`config.mk`:
```
export PLATFORM = sky130hd
export DESIGN_NAME = spi_s
export DESIGN_NICKNAME = d
export VERILOG_FILES = /design/src/rtl/spi_s.sv
export SDC_FILE = /design/constraint.sdc
export NUM_CORES = 1
export LEC_CHECK = 0
export CORE_ASPECT_RATIO = 1.4
export CORE_UTILIZATION = 45
export CTS_CLUSTER_DIAMETER = 120
export DETAILED_ROUTE_END_ITERATION = 8
export PLACE_DENSITY = 0.67
export SETUP_SLACK_MARGIN = 0.5
export SLEW_MARGIN = 5
export SYNTH_ARGS = -nofsm -noshare
export SYNTH_HDL_FRONTEND = slang
export SYNTH_SLANG_ARGS = --single-unit
```
`constraint.sdc`:
```
create_clock -name clk -period 6.7 [get_ports clk]
set_input_delay 1.34 -clock clk [delete_from_list [all_inputs] [get_ports clk]]
set_output_delay 1.34 -clock clk [all_outputs]
set_load 0.03 [all_outputs]
```
`src/rtl/spi_s.sv`:
```
// spi_s: SPI mode-0 slave (CPOL=0, CPHA=0, MSB first, active-low cs).
// The SPI pins are oversampled in the clk domain; every action is keyed off
// edges detected on the synchronised sclk/cs.
module spi_s #(
  parameter int DATA_W      = 32,
  parameter int SYNC_STAGES = 2
) (
  input  logic              clk,
  input  logic              rst,
  input  logic              sclk,
  input  logic              cs,
  input  logic              mosi,
  output logic              miso,
  output logic              miso_oe,
  input  logic [DATA_W-1:0] tx_data,
  input  logic              tx_load,
  output logic              tx_underrun,
  output logic [DATA_W-1:0] rx_data,
  output logic              rx_valid,
  output logic              frame_err,
  output logic              busy
);

  localparam int CNT_W = $clog2(DATA_W + 1);
  localparam int SET_W = $clog2(SYNC_STAGES + 1);

  typedef enum logic [1:0] {WAIT_IDLE, IDLE, ACTIVE} state_t;

  state_t state, state_next;

  logic [SYNC_STAGES-1:0] sclk_sync, cs_sync, mosi_sync;
  logic                   sclk_d, cs_d;
  logic [SET_W-1:0]       settle_cnt;
  logic                   settled;
  logic                   sclk_s, cs_s, mosi_s;
  logic                   sclk_rise, sclk_fall, cs_rise, cs_fall;
  logic                   active, word_end, word_start, word_done;

  logic [DATA_W-1:0]      holding, tx_shift;
  logic                   tx_pend;
  logic [DATA_W-2:0]      rx_shift;
  logic [DATA_W-1:0]      rx_next;
  logic [CNT_W-1:0]       bit_cnt;

  // Synchronise the pins, keep one delayed copy for edge detection, and count
  // out the chain refill after reset so stale reset values are never trusted.
  always_ff @(posedge clk or posedge rst) begin
    if (rst) begin
      sclk_sync  <= '0;
      cs_sync    <= '1;
      mosi_sync  <= '0;
      sclk_d     <= 1'b0;
      cs_d       <= 1'b1;
      settle_cnt <= '0;
    end else begin
      sclk_sync <= {sclk_sync[SYNC_STAGES-2:0], sclk};
      cs_sync   <= {cs_sync[SYNC_STAGES-2:0], cs};
      mosi_sync <= {mosi_sync[SYNC_STAGES-2:0], mosi};
      sclk_d    <= sclk_sync[SYNC_STAGES-1];
      cs_d      <= cs_sync[SYNC_STAGES-1];
      if (settle_cnt != SET_W'(SYNC_STAGES))
        settle_cnt <= settle_cnt + SET_W'(1);
    end
  end

  assign settled   = (settle_cnt == SET_W'(SYNC_STAGES));
  assign sclk_s    = sclk_sync[SYNC_STAGES-1];
  assign cs_s      = cs_sync[SYNC_STAGES-1];
  assign mosi_s    = mosi_sync[SYNC_STAGES-1];
  assign sclk_rise = sclk_s & ~sclk_d;
  assign sclk_fall = ~sclk_s & sclk_d;
  assign cs_rise   = cs_s & ~cs_d;
  assign cs_fall   = ~cs_s & cs_d;

  assign active   = (state == ACTIVE);
  assign busy     = active;
  assign miso_oe  = active;
  assign miso     = active & tx_shift[DATA_W-1];
  assign rx_next  = {rx_shift, mosi_s};
  assign word_end = active & sclk_rise & (bit_cnt == CNT_W'(DATA_W - 1));
  // A trailing sclk fall that arrives together with cs rise ends the frame
  // instead of opening another word.
  assign word_start = ((state == IDLE) & cs_fall) |
                      (active & sclk_fall & word_done & ~cs_rise);

  // Frame state register
  always_ff @(posedge clk or posedge rst) begin
    if (rst) state <= WAIT_IDLE;
    else     state <= state_next;
  end

  // Frame sequencing: a cs already low at reset release is never taken as a frame
  always_comb begin
    state_next = state;
    case (state)
      WAIT_IDLE: if (settled && cs_s) state_next = IDLE;
      IDLE:      if (cs_fall)         state_next = ACTIVE;
      ACTIVE:    if (cs_rise)         state_next = IDLE;
      default:                        state_next = WAIT_IDLE;
    endcase
  end

  // Transmit side: holding register, word start hand-off and miso shifting
  always_ff @(posedge clk or posedge rst) begin
    if (rst) begin
      holding     <= '0;
      tx_pend     <= 1'b0;
      tx_shift    <= '0;
      tx_underrun <= 1'b0;
    end else begin
      tx_underrun <= 1'b0;
      if (tx_load) begin
        holding <= tx_data;
        tx_pend <= 1'b1;
      end
      if (word_start) begin
        tx_shift    <= tx_load ? tx_data : holding;
        tx_pend     <= 1'b0;
        tx_underrun <= ~tx_pend & ~tx_load;
      end else if (active && sclk_fall && !cs_rise) begin
        tx_shift <= {tx_shift[DATA_W-2:0], 1'b0};
      end
    end
  end

  // Receive side: mosi deserialiser, bit counter, word completion and framing errors
  always_ff @(posedge clk or posedge rst) begin
    if (rst) begin
      rx_shift  <= '0;
      rx_data   <= '0;
      rx_valid  <= 1'b0;
      frame_err <= 1'b0;
      bit_cnt   <= '0;
      word_done <= 1'b0;
    end else begin
      rx_valid  <= 1'b0;
      frame_err <= 1'b0;
      if (active && sclk_rise) begin
        rx_shift <= rx_next[DATA_W-2:0];
        if (word_end) begin
          rx_data   <= rx_next;
          rx_valid  <= 1'b1;
          bit_cnt   <= '0;
          word_done <= 1'b1;
        end else begin
          bit_cnt <= bit_cnt + CNT_W'(1);
        end
      end
      if (word_start)
        word_done <= 1'b0;
      if (active && cs_rise) begin
        frame_err <= (bit_cnt != '0) && !word_end;
        bit_cnt   <= '0;
        word_done <= 1'b0;
      end
    end
  end

endmodule

```
; ---- Word level (Yosys, flattened, before mapping)
; Index checks and enable logic that the tools add are counted.
[totals]
ff_bits = 150
in_bits = 38
[classes]
n_addsub = 2
eq_ne = 8
muxes = 20
n_bitwise = 20
reduce_logical = 18
[ops]
columns = operator, count
row1 = 32-bit two-way mux, 3
row2 = 6-bit two-way mux, 3
row3 = 1-bit AND, 12
row4 = 1-bit two-way mux, 10
row5 = 2-bit != test (second input constant), 4
row6 = 1-bit inverter, 7
row7 = 6-bit by 1-bit adder with 6-bit output (second input constant), 1
row8 = 6-bit by 5-bit equality test with 1-bit output (second input constant), 1
row9 = 1-bit logical AND, 6
row10 = 2-bit two-way mux, 3
row11 = 2-bit case mux with 3 select lines, 1
row12 = 2-bit nonzero test, 3
row13 = 3-bit nonzero test, 2
row14 = 6-bit nonzero test, 1
row15 = 2-bit equality test (second input constant), 2
row16 = 2-bit AND reduction, 2
row17 = 3-bit AND reduction, 1
row18 = 2-bit by 1-bit adder with 2-bit output (second input constant), 1
row19 = 2-bit by 1-bit equality test with 1-bit output (second input constant), 1
row20 = 1-bit logical NOT, 2
row21 = 2-bit logical NOT, 1
row22 = 1-bit OR, 1

; ---- Logic depth before layout (Yosys ltp)
; Gate-level depths: netlist (run 1).
[depth]
depth_word = 8
ltp_mapped = 7
depth_no_buf = 5

; ---- Worst setup path before layout (run 1)
; OpenSTA, ideal clock, no wires.
[synth_timing]
path_kind = flip-flop to output port
startpoint = register state[0]
endpoint = output miso
arrival_ps = 1393
slack_ps = 3967
path_stages_with_launch = 3
path_buffers = 0
cell_sequence = dfrtp_1 nor2b_1 and2_1
[synth_via]
elab_chain_cells = 2
[synth_rtl]
columns = item, line_no
row1 = "start, declared", 29  ; state_t state, state_next;
row2 = "start signal, assigned", 89  ; else state <= state_next;
row3 = 2-bit equality test, 75  ; assign active = (state == ACTIVE);
row4 = net busy, 21  ; output logic busy
row5 = 1-bit AND, 78  ; assign miso = active & tx_shift[DATA_W-1];
row6 = "end, declared", 13  ; output logic miso,
; The timed path passes the listed nets, and every way through them passes these cells.

; ---- Worst setup path after layout (run 1)
[layout_timing]
startpoint = register state[0]
endpoint = output miso
[layout_via]
elab_chain_cells = 2
[layout_rtl]
columns = item, line_no
row1 = 2-bit equality test, 75
row2 = 1-bit AND, 78
; Every way passes these cells.

==> reports/metrics.yaml, run 1 <==
postCtsSetupRepairBufs: 0
initialDrtViolationCount: 101
max-cap-violations: 0
drive_gt1_share_pct: 21.7
root_buffer: "clkbuf_16"
slew_violations: 0
core-area_um2: 12900
clockBufferDepth: 2
portBuffers: 75
synthesis.instances: 424
hold_viol: 0
power_density_nw_per_um2: 306
n_antenna_cell: 0
cp.required_ns: 5.36
syn-num-nets: 465
p_leak_nw: 3.60
drcViolationCount: 0
synth_area_leader_cell: "dfrtp_1"
dieHeight_um: 138
dp_hpwl_um: 6210
cts_resized: 0
dieArea_um2: 13700
final_cells: 664
avgSynthCellArea_um2: 14.1
relSlewSlack_pct: 48.3
cpPeakStageDelay_ns: 0.66
area_delta_synth_final_pct: 24.5
synthesis.area_um2: 5960
dp_cells: 633
critPathKind: "reg2out"
worstPathCellList: "nor2b_1, and2_1, clkdlybuf4s50_1"
fin_crit_ns: 3.58
nFillCells: 1075
cts_buffers: 17
synth_cell_types: 39
outcome: "finished clean"
num_rows: 49
drtAntennaViolNets: 0
yosys_warnings: 0
grt_antenna_before_repair: 0
grt_max_degree: 88
cts_tree: "done"
rsz0062_at_grt: "no"
fin_nets: 540
grt_pass1_vias: 3750
gp_congestion: 0.699
num_vias: 3437
clock_latency_ns: 0.41
fmax_mhz: 279
initial_core_util_pct: 46.3
synth-seq-area-share_pct: 63.1
holdCritPathClass: "reg2reg"
grt_pass1_wl_um: 17400
synth_fa_ha_area_share_pct: 0.630
synthSimpleGateAreaFrac_pct: 5.35
gr-total-overflow: 0
synthTopCellsByArea: "dfrtp_1 (62%), mux2_2 (13%), mux2i_1 (5.4%)"
dieWidth_um: 99.3
gr-usage-all-layers_pct: 15.9
fin_tns_setup_ns: 0
synth_top_area_share_pct: 61.7
hold_buffers: 0
synth_mux_area_share_pct: 23.3
peakVddDrop_mv: 0.178
tightestPinTransition_ns: 0.775
cp.arrival_ns: 2.24
wl_per_cell_um: 14.8
end_kind: "output port"
clock_skew_ns: 0.00831
synth_compound_area_share_pct: 4.07
synth-xor-area-share_pct: 0.441
wirelength_um: 9840
path_clk_slew_ns: 0.06
setup.worst_path.start_class: "flip-flop"
dr.pass1.iters: 4
vias_per_cell: 5.18
io_pins: 76
synth_top_family_by_area: "multiplexers"
cts_sinks: 150
setup_violations: 0
period_share_pct: 53.5
synth_seq_cells: 150
cts_max_level: 4
cp_max_fo: 6
slowest_stage: "clkdlybuf4s50_1"
layout by cell type (no fill, tap or decap), types with 5 or more instances in the layout:
cell / n
nand2_1: 37
dfrtp_1: 147
mux2i_1: 32
clkdlybuf4s50_1: 75
nor2_1: 9
inv_1: 5
buf_4: 6
mux2_2: 67
mux2_1: 28
o21ai_0: 35
clkbuf_16: 17
worst max-delay path: cells and delay by family, from the launching register on:
kind	cells	cell delay (ns)
and+or+nand+nor	2	0.73
buffers and inverters	1	0.66
DFF	1	0.45
synth_stat cells (all sizes together):
cell type / n
xnor2: 1
clkbuf: 4
xor2: 2
a31o: 1
nor2b: 1
o31ai: 1
nand2b: 2
o21bai: 1
a22oi: 1
a21o: 1
a41o: 1
nor3: 2
mux2: 95
dfrtp: 147
nand3: 1
mux2i: 32
buf: 21
dfstp: 3
and4bb: 1
nand4: 3
ha: 3
a41oi: 1
nor2: 10
inv: 6
nor4: 2
o21ai: 36
nor4bb: 1
a21oi: 1
and3: 3
and2: 1
nand2: 37
nor3b: 1
and4b: 1
report_power, final:
part           switching (mW)  internal [mW]  leakage [nW]
registers              0.0570           1.02          1.96
logic                   0.124          0.121          1.36
clock network           0.344          0.603         0.283
per-layer routing:
layer | up-vias | track usage [%] | part of all wire [%]
li1 | 1621 | - | -
met1 | 1735 | 18.6 | 43
met2 | 72 | 27.4 | 52
met3 | 9 | 4.90 | 4.5
met4 | 0 | 5.57 | 1.0
met5 | - | 0 | 0
flip-flops by register name, summed over array words and instances (netlist names):
name / flops
settle_cnt: 2
mosi_sync: 2
holding: 32
tx_pend: 1
tx_shift: 32
sclk_sync: 2
frame_err: 1
rx_shift: 31
tx_underrun: 1
rx_data: 32
cs_d: 1
rx_valid: 1
sclk_d: 1
cs_sync: 2
bit_cnt: 6
state: 2
word_done: 1
final timing paths:
kind	start	endpoint	slack, ns	cells past startpoint
max reg2reg	state[0]	rx_data[31]	4.21	5
max in group asynchronous	rst	word_done	3.98	3
min reg2reg	mosi_sync[0]	mosi_sync[1]	0.35	0
min in group asynchronous	rst	holding[3]	1.44	2
min	mosi_sync[0]	mosi_sync[1]	0.35	0
max	state[0]	miso	3.12	3
cells by family after synthesis:
| family | count (synthesis) |
|---|---|
| mux | 127 |
| simple gates | 66 |
| fa+ha+maj | 3 |
| compound gates | 44 |
| buf+inv | 31 |
| flops | 150 |
| xor+xnor | 3 |
stage by stage:
step | setup slack [ns] | hold WS, ns | power (mW) | cell area [µm²] | utilization [%]
after floorplan | 1.33 | 0.331 | 1.26 | 5960 | -
after global routing | 3.02 | 0.363 | 2.38 | 7420 | 57.6
after detailed placement | 3.42 | 0.341 | 1.34 | 6830 | 53.0
after global placement | 3.45 | 0.336 | 1.32 | 6830 | 53.0
after CTS | 3.11 | 0.355 | 2.30 | 7420 | 57.6
final | 3.12 | 0.352 | 2.27 | 7420 | 57.6
area by class of cell:
cell class              instances  area (µm²)  share of cell area (%)
flip-flops and latches        150        3760                    50.6
inverters                       6        27.5                   0.371
clock buffers                  23         468                    6.31
multi-input cells             243        2050                    27.7
repair buffers                 81         796                    10.7
well taps                     153         191                    2.58
clock inverters                 8         124                    1.67
Note: power is estimated with default switching activity, not from simulation.
==> run 2, diff against run 1 <==
==> constraint.sdc (replaced) <==
create_clock -name clk -period 3.6 [get_ports clk]
set_input_delay 0.72 -clock clk [delete_from_list [all_inputs] [get_ports clk]]
set_output_delay 0.72 -clock clk [all_outputs]
set_load 0.03 [all_outputs]
==> reports/metrics.yaml, run 2 (synthesized netlist as in run 1, its figures left out) <==
critPathKind: "reg2out"
grt_pass1_wl_um: 17300
fin_nets: 541
power.total_mw: 4.23
dp_hpwl_um: 6250
grt_max_degree: 64
top_regs: "holding x32, rx_data x32, tx_shift x32"
cp.arrival_ns: 2.05
end_kind: "output port"
clock_latency_ns: 0.41
peakVddDrop_mv: 0.273
grt_antenna_before_repair: 0
drtAntennaViolNets: 0
dr.pass1.iters: 5
wl_per_cell_um: 14.7
fin_crit_ns: 2.77
hold_viol: 0
period_share_pct: 76.8
register_area_um2: 3760
path_clk_slew_ns: 0.06
cp.required_ns: 2.88
p_leak_nw: 3.61
cts_buffers: 17
portBuffers: 75
root_buffer: "clkbuf_16"
hold_buffers: 0
multi_input_area_um2: 2060
num_rows: 49
postCtsSetupRepairBufs: 0
num_vias: 3438
cts_sinks: 150
setup.worst_path.start_class: "flip-flop"
dieWidth_um: 99.3
relSlewSlack_pct: 39.7
core-area_um2: 12900
rsz0062_at_grt: "no"
drcViolationCount: 0
outcome: "finished clean"
io_pins: 76
fin_tns_setup_ns: 0
gr-usage-all-layers_pct: 16.0
max-cap-violations: 0
initial_core_util_pct: 46.3
dieArea_um2: 13700
slew_violations: 0
cts_tree: "done"
gp_congestion: 0.697
area_delta_synth_final_pct: 25.2
dieHeight_um: 138
clockBufferDepth: 2
initialDrtViolationCount: 97
layout_common_cells: "dfrtp_1 (147), clkdlybuf4s50_1 (75), mux2_2 (67), nand2_1 (37), o21ai_0 (35)"
fmax_mhz: 362
vias_per_cell: 5.18
nFillCells: 1027
wirelength_um: 9790
setup_violations: 0
clock_skew_ns: 0.00976
tightestPinTransition_ns: 0.905
power_density_nw_per_um2: 567
cts_max_level: 4
final_common_cell: "dfrtp_1"
drive_gt1_share_pct: 22.5
holdCritPathClass: "reg2reg"
n_antenna_cell: 0
grt_pass1_vias: 3703
gr-total-overflow: 0
cp_max_fo: 6
run 2: critical path, cell delays in order, from the launching register on:
cell             delay [ns]
dfrtp_1                0.45
nor2b_2                0.35
and2_1                 0.18
clkdlybuf4s50_1        0.66
run 2: worst paths after layout:
| check | from | endpoint | slack (ns) | cells past startpoint |
|---|---|---|---|---|
| worst min register to register | mosi_sync[0] | mosi_sync[1] | 0.35 | 0 |
| min in group asynchronous | rst | settle_cnt[0] | 0.83 | 2 |
| max in group asynchronous | rst | rx_data[5] | 1.98 | 3 |
| worst max register to register | state[0] | bit_cnt[3] | 1.38 | 4 |
| worst max-delay path | state[0] | miso | 0.83 | 3 |
| worst min-delay path | mosi_sync[0] | mosi_sync[1] | 0.35 | 0 |
run 2: area by class of cell:
type	count	share of cell area [%]
Clock buffer	22	6.36
Clock inverter	8	1.66
Sequential cell	150	50.4
Timing Repair Buffer	82	11.1
Inverter	6	0.352
Multi-Input combinational cell	243	27.6
Tap cell	153	2.57
run 2: power by group:
group	leakage (nW)	internal, mW	switching, mW
logic	1.37	0.228	0.226
clock network	0.288	1.14	0.640
registers	1.96	1.90	0.105
total	3.61	3.26	0.971
run 2: layer usage:
| layer | wire (µm) | track usage [%] |
|---|---|---|
| met4 | 84 | 6.50 |
| met2 | 5000 | 27.6 |
| met3 | 461 | 5.36 |
| met5 | 0 | 0 |
| met1 | 4250 | 18.0 |
run 2: repair_timing:
item	CTS	global route
gates resized for setup	0	1
setup endpoints to repair	0	1
endpoints found under the hold margin	0	0
run 2: stage by stage:
stage                     utilization, %  std cells  setup WS [ns]  instance area [µm²]  hold slack, ns
after floorplan                        -        424          0.993                 5960           0.331
after global placement              53.3        634           1.10                 6860           0.335
after detailed placement            53.3        634           1.09                 6860           0.338
after CTS                           57.9        664          0.626                 7460           0.352
after global routing                57.9        664          0.708                 7460           0.366
final                               57.9        664          0.834                 7460           0.352
==> run 3, diff against run 2 <==
--- a/config.mk
+++ b/config.mk
@@ -9,7 +9,7 @@
 export CORE_UTILIZATION = 45
 export CTS_CLUSTER_DIAMETER = 120
 export DETAILED_ROUTE_END_ITERATION = 8
-export PLACE_DENSITY = 0.67
+export PLACE_DENSITY = 0.7
 export SETUP_SLACK_MARGIN = 0.5
 export SLEW_MARGIN = 5
 export SYNTH_ARGS = -nofsm -noshare
==> constraint.sdc (replaced) <==
create_clock -name clk -period 2.3 [get_ports clk]
set_input_delay 0.46 -clock clk [delete_from_list [all_inputs] [get_ports clk]]
set_output_delay 0.46 -clock clk [all_outputs]
set_load 0.03 [all_outputs]
==> reports/metrics.yaml, run 3 (synthesized netlist as in run 1, its figures left out) <==
outcome: "finished clean"
num_rows: 49
grt_max_degree: 67
grt_antenna_before_repair: 0
fin_nets: 560
io_pins: 76
portBuffers: 75
clock_latency_ns: 0.41
r2r_start: "state[0]"
dr_wl_met3_um: 485
holdCritPathClass: "reg2reg"
initial_core_util_pct: 46.3
cp_max_fo: 8
relSlewSlack_pct: 62.6
multi_input_area_um2: 2110
root_buffer: "clkbuf_16"
p_switching_mw: 1.62
power.internal_mw: 5.21
dieArea_um2: 13700
reg2reg_depth: 4
fin_crit_ns: 1.80
drcViolationCount: 0
p_leak_nw: 3.95
power_density_nw_per_um2: 877
end_kind: "flip-flop"
fmax_mhz: 555
drtAntennaViolNets: 0
gr-usage-all-layers_pct: 15.9
gp_congestion: 0.681
min-delay-start: "sclk_sync[0]"
pre_cts_slack_ns: 0.333
cts_buffers: 17
grt_pass1_wl_um: 17400
rsz0062_at_grt: "yes"
top_regs: "holding x32, rx_data x32, tx_shift x32"
pwr-share-comb_pct: 12.1
dr_wl_met2_um: 5930
power.total_mw: 6.84
period_share_pct: 78.3
setup_violations: 0
final_common_cell: "dfrtp_1"
wirelength_um: 11400
dieWidth_um: 99.3
drive_gt1_share_pct: 28.6
vias_per_cell: 5.17
nFillCells: 1015
max-cap-violations: 0
grt_pass1_vias: 3662
setup.worst_path.start_class: "flip-flop"
seqPwrFrac_pct: 45.9
r2r_slack_ns: 0.50
hold_viol: 0
p_sw_share_pct: 23.8
clock_skew_ns: 0.0130
critPathKind: "reg2reg"
register_area_um2: 3760
cts_sinks: 150
slew_violations: 0
rr_endpoint: "rx_data[21]"
dp_hpwl_um: 6400
wl_per_cell_um: 16.6
clkPwrFrac_pct: 42.0
fin_ws_ns: 0.499
path_clk_slew_ns: 0.06
area_delta_synth_final_pct: 30.8
peakVddDrop_mv: 0.479
cp.arrival_ns: 2.09
layout_common_cells: "dfrtp_1 (145), mux2_2 (66), nand2_1 (37), clkdlybuf4s50_1 (37)"
hold_depth: 0
n_antenna_cell: 0
wl_met1_um: 4860
gr-total-overflow: 0
min_to: "sclk_sync[1]"
cts_tree: "done"
dieHeight_um: 138
dr.pass1.iters: 4
topRoutingLayerUsed: "met4"
num_vias: 3542
cp.required_ns: 2.59
tightestPinTransition_ns: 0.560
cts_max_level: 4
initialDrtViolationCount: 117
core-area_um2: 12900
clockBufferDepth: 2
-- run 3: changes by cell type in the layout (fill, tap and decap cells not counted), sizes merged --
cell / delta
clkinv: +2
clkdlybuf4s50: -38
clkinvlp: +1
clkbuf: +5
dlygate4sd2: +35
buf: +15
bufinv: +1
-- run 3: stage by stage --
stage,utilization [%],hold WS (ns),instance area [µm²],setup TNS (ns),cells
CTS,58.3,0.351,7500,0,670
global route,60.5,0.366,7790,0,685
floorplan,-,0.331,5960,-6.84,424
global placement,53.8,0.333,6920,0,637
detailed placement,53.8,0.335,6920,0,637
finish,60.5,0.349,7790,0,685
-- run 3: worst max-delay path by stage --
stage	slack (ns)	startpoint	cells past startpoint	to
floorplan	-0.05	rst	1	bit_cnt[0]
global placement	0.37	tx_load	5	tx_shift[2]
detailed placement	0.33	tx_load	5	tx_shift[17]
CTS	0.37	state[0]	3	miso
global route	0.44	state[0]	5	bit_cnt[3]
finish	0.50	state[0]	4	rx_data[21]
-- run 3: layout make-up --
| cell class | instances | share of cell area (%) |
|---|---|---|
| clock buffer | 20 | 5.60 |
| inverter | 6 | 0.337 |
| sequential | 150 | 48.2 |
| timing repair buffer | 101 | 14.0 |
| clock inverter | 12 | 2.30 |
| tap | 153 | 2.46 |
| multi-input combinational | 243 | 27.1 |
-- run 3: critical path, cell delays in order, from the launching register on --
cell and delay, ns:
dfrtp_2 0.46, nor4bb_4 0.31, and4b_4 0.40, buf_8 0.18
mux2_1 0.33
-- run 3: metal layers --
metal | track usage (%) | up-vias
met4 | 5.50 | 0
met3 | 4.90 | 9
li1 | - | 1670
met1 | 19.4 | 1792
met2 | 26.7 | 71
met5 | 0 | -
-- run 3: what timing repair did --
item / CTS / global route
setup buffers: 1 / 6
resized for setup: 51 / 20
setup endpoints to repair: 65 / 43
cloned: 0 / 9
hold buffers: 0 / 0
pin swaps: 1 / 4
-- run 3: power groups by stage --
| stage | Combinational, mW | Clock [mW] | Sequential, mW |
|---|---|---|---|
| final | 0.825 | 2.87 | 3.14 |
| after floorplan | 0.550 | 0 | 3.13 |
| after global routing | 0.940 | 3.05 | 3.18 |
| after detailed placement | 0.751 | 0 | 3.18 |
| after CTS | 0.758 | 2.94 | 3.14 |
| after global placement | 0.720 | 0 | 3.16 |
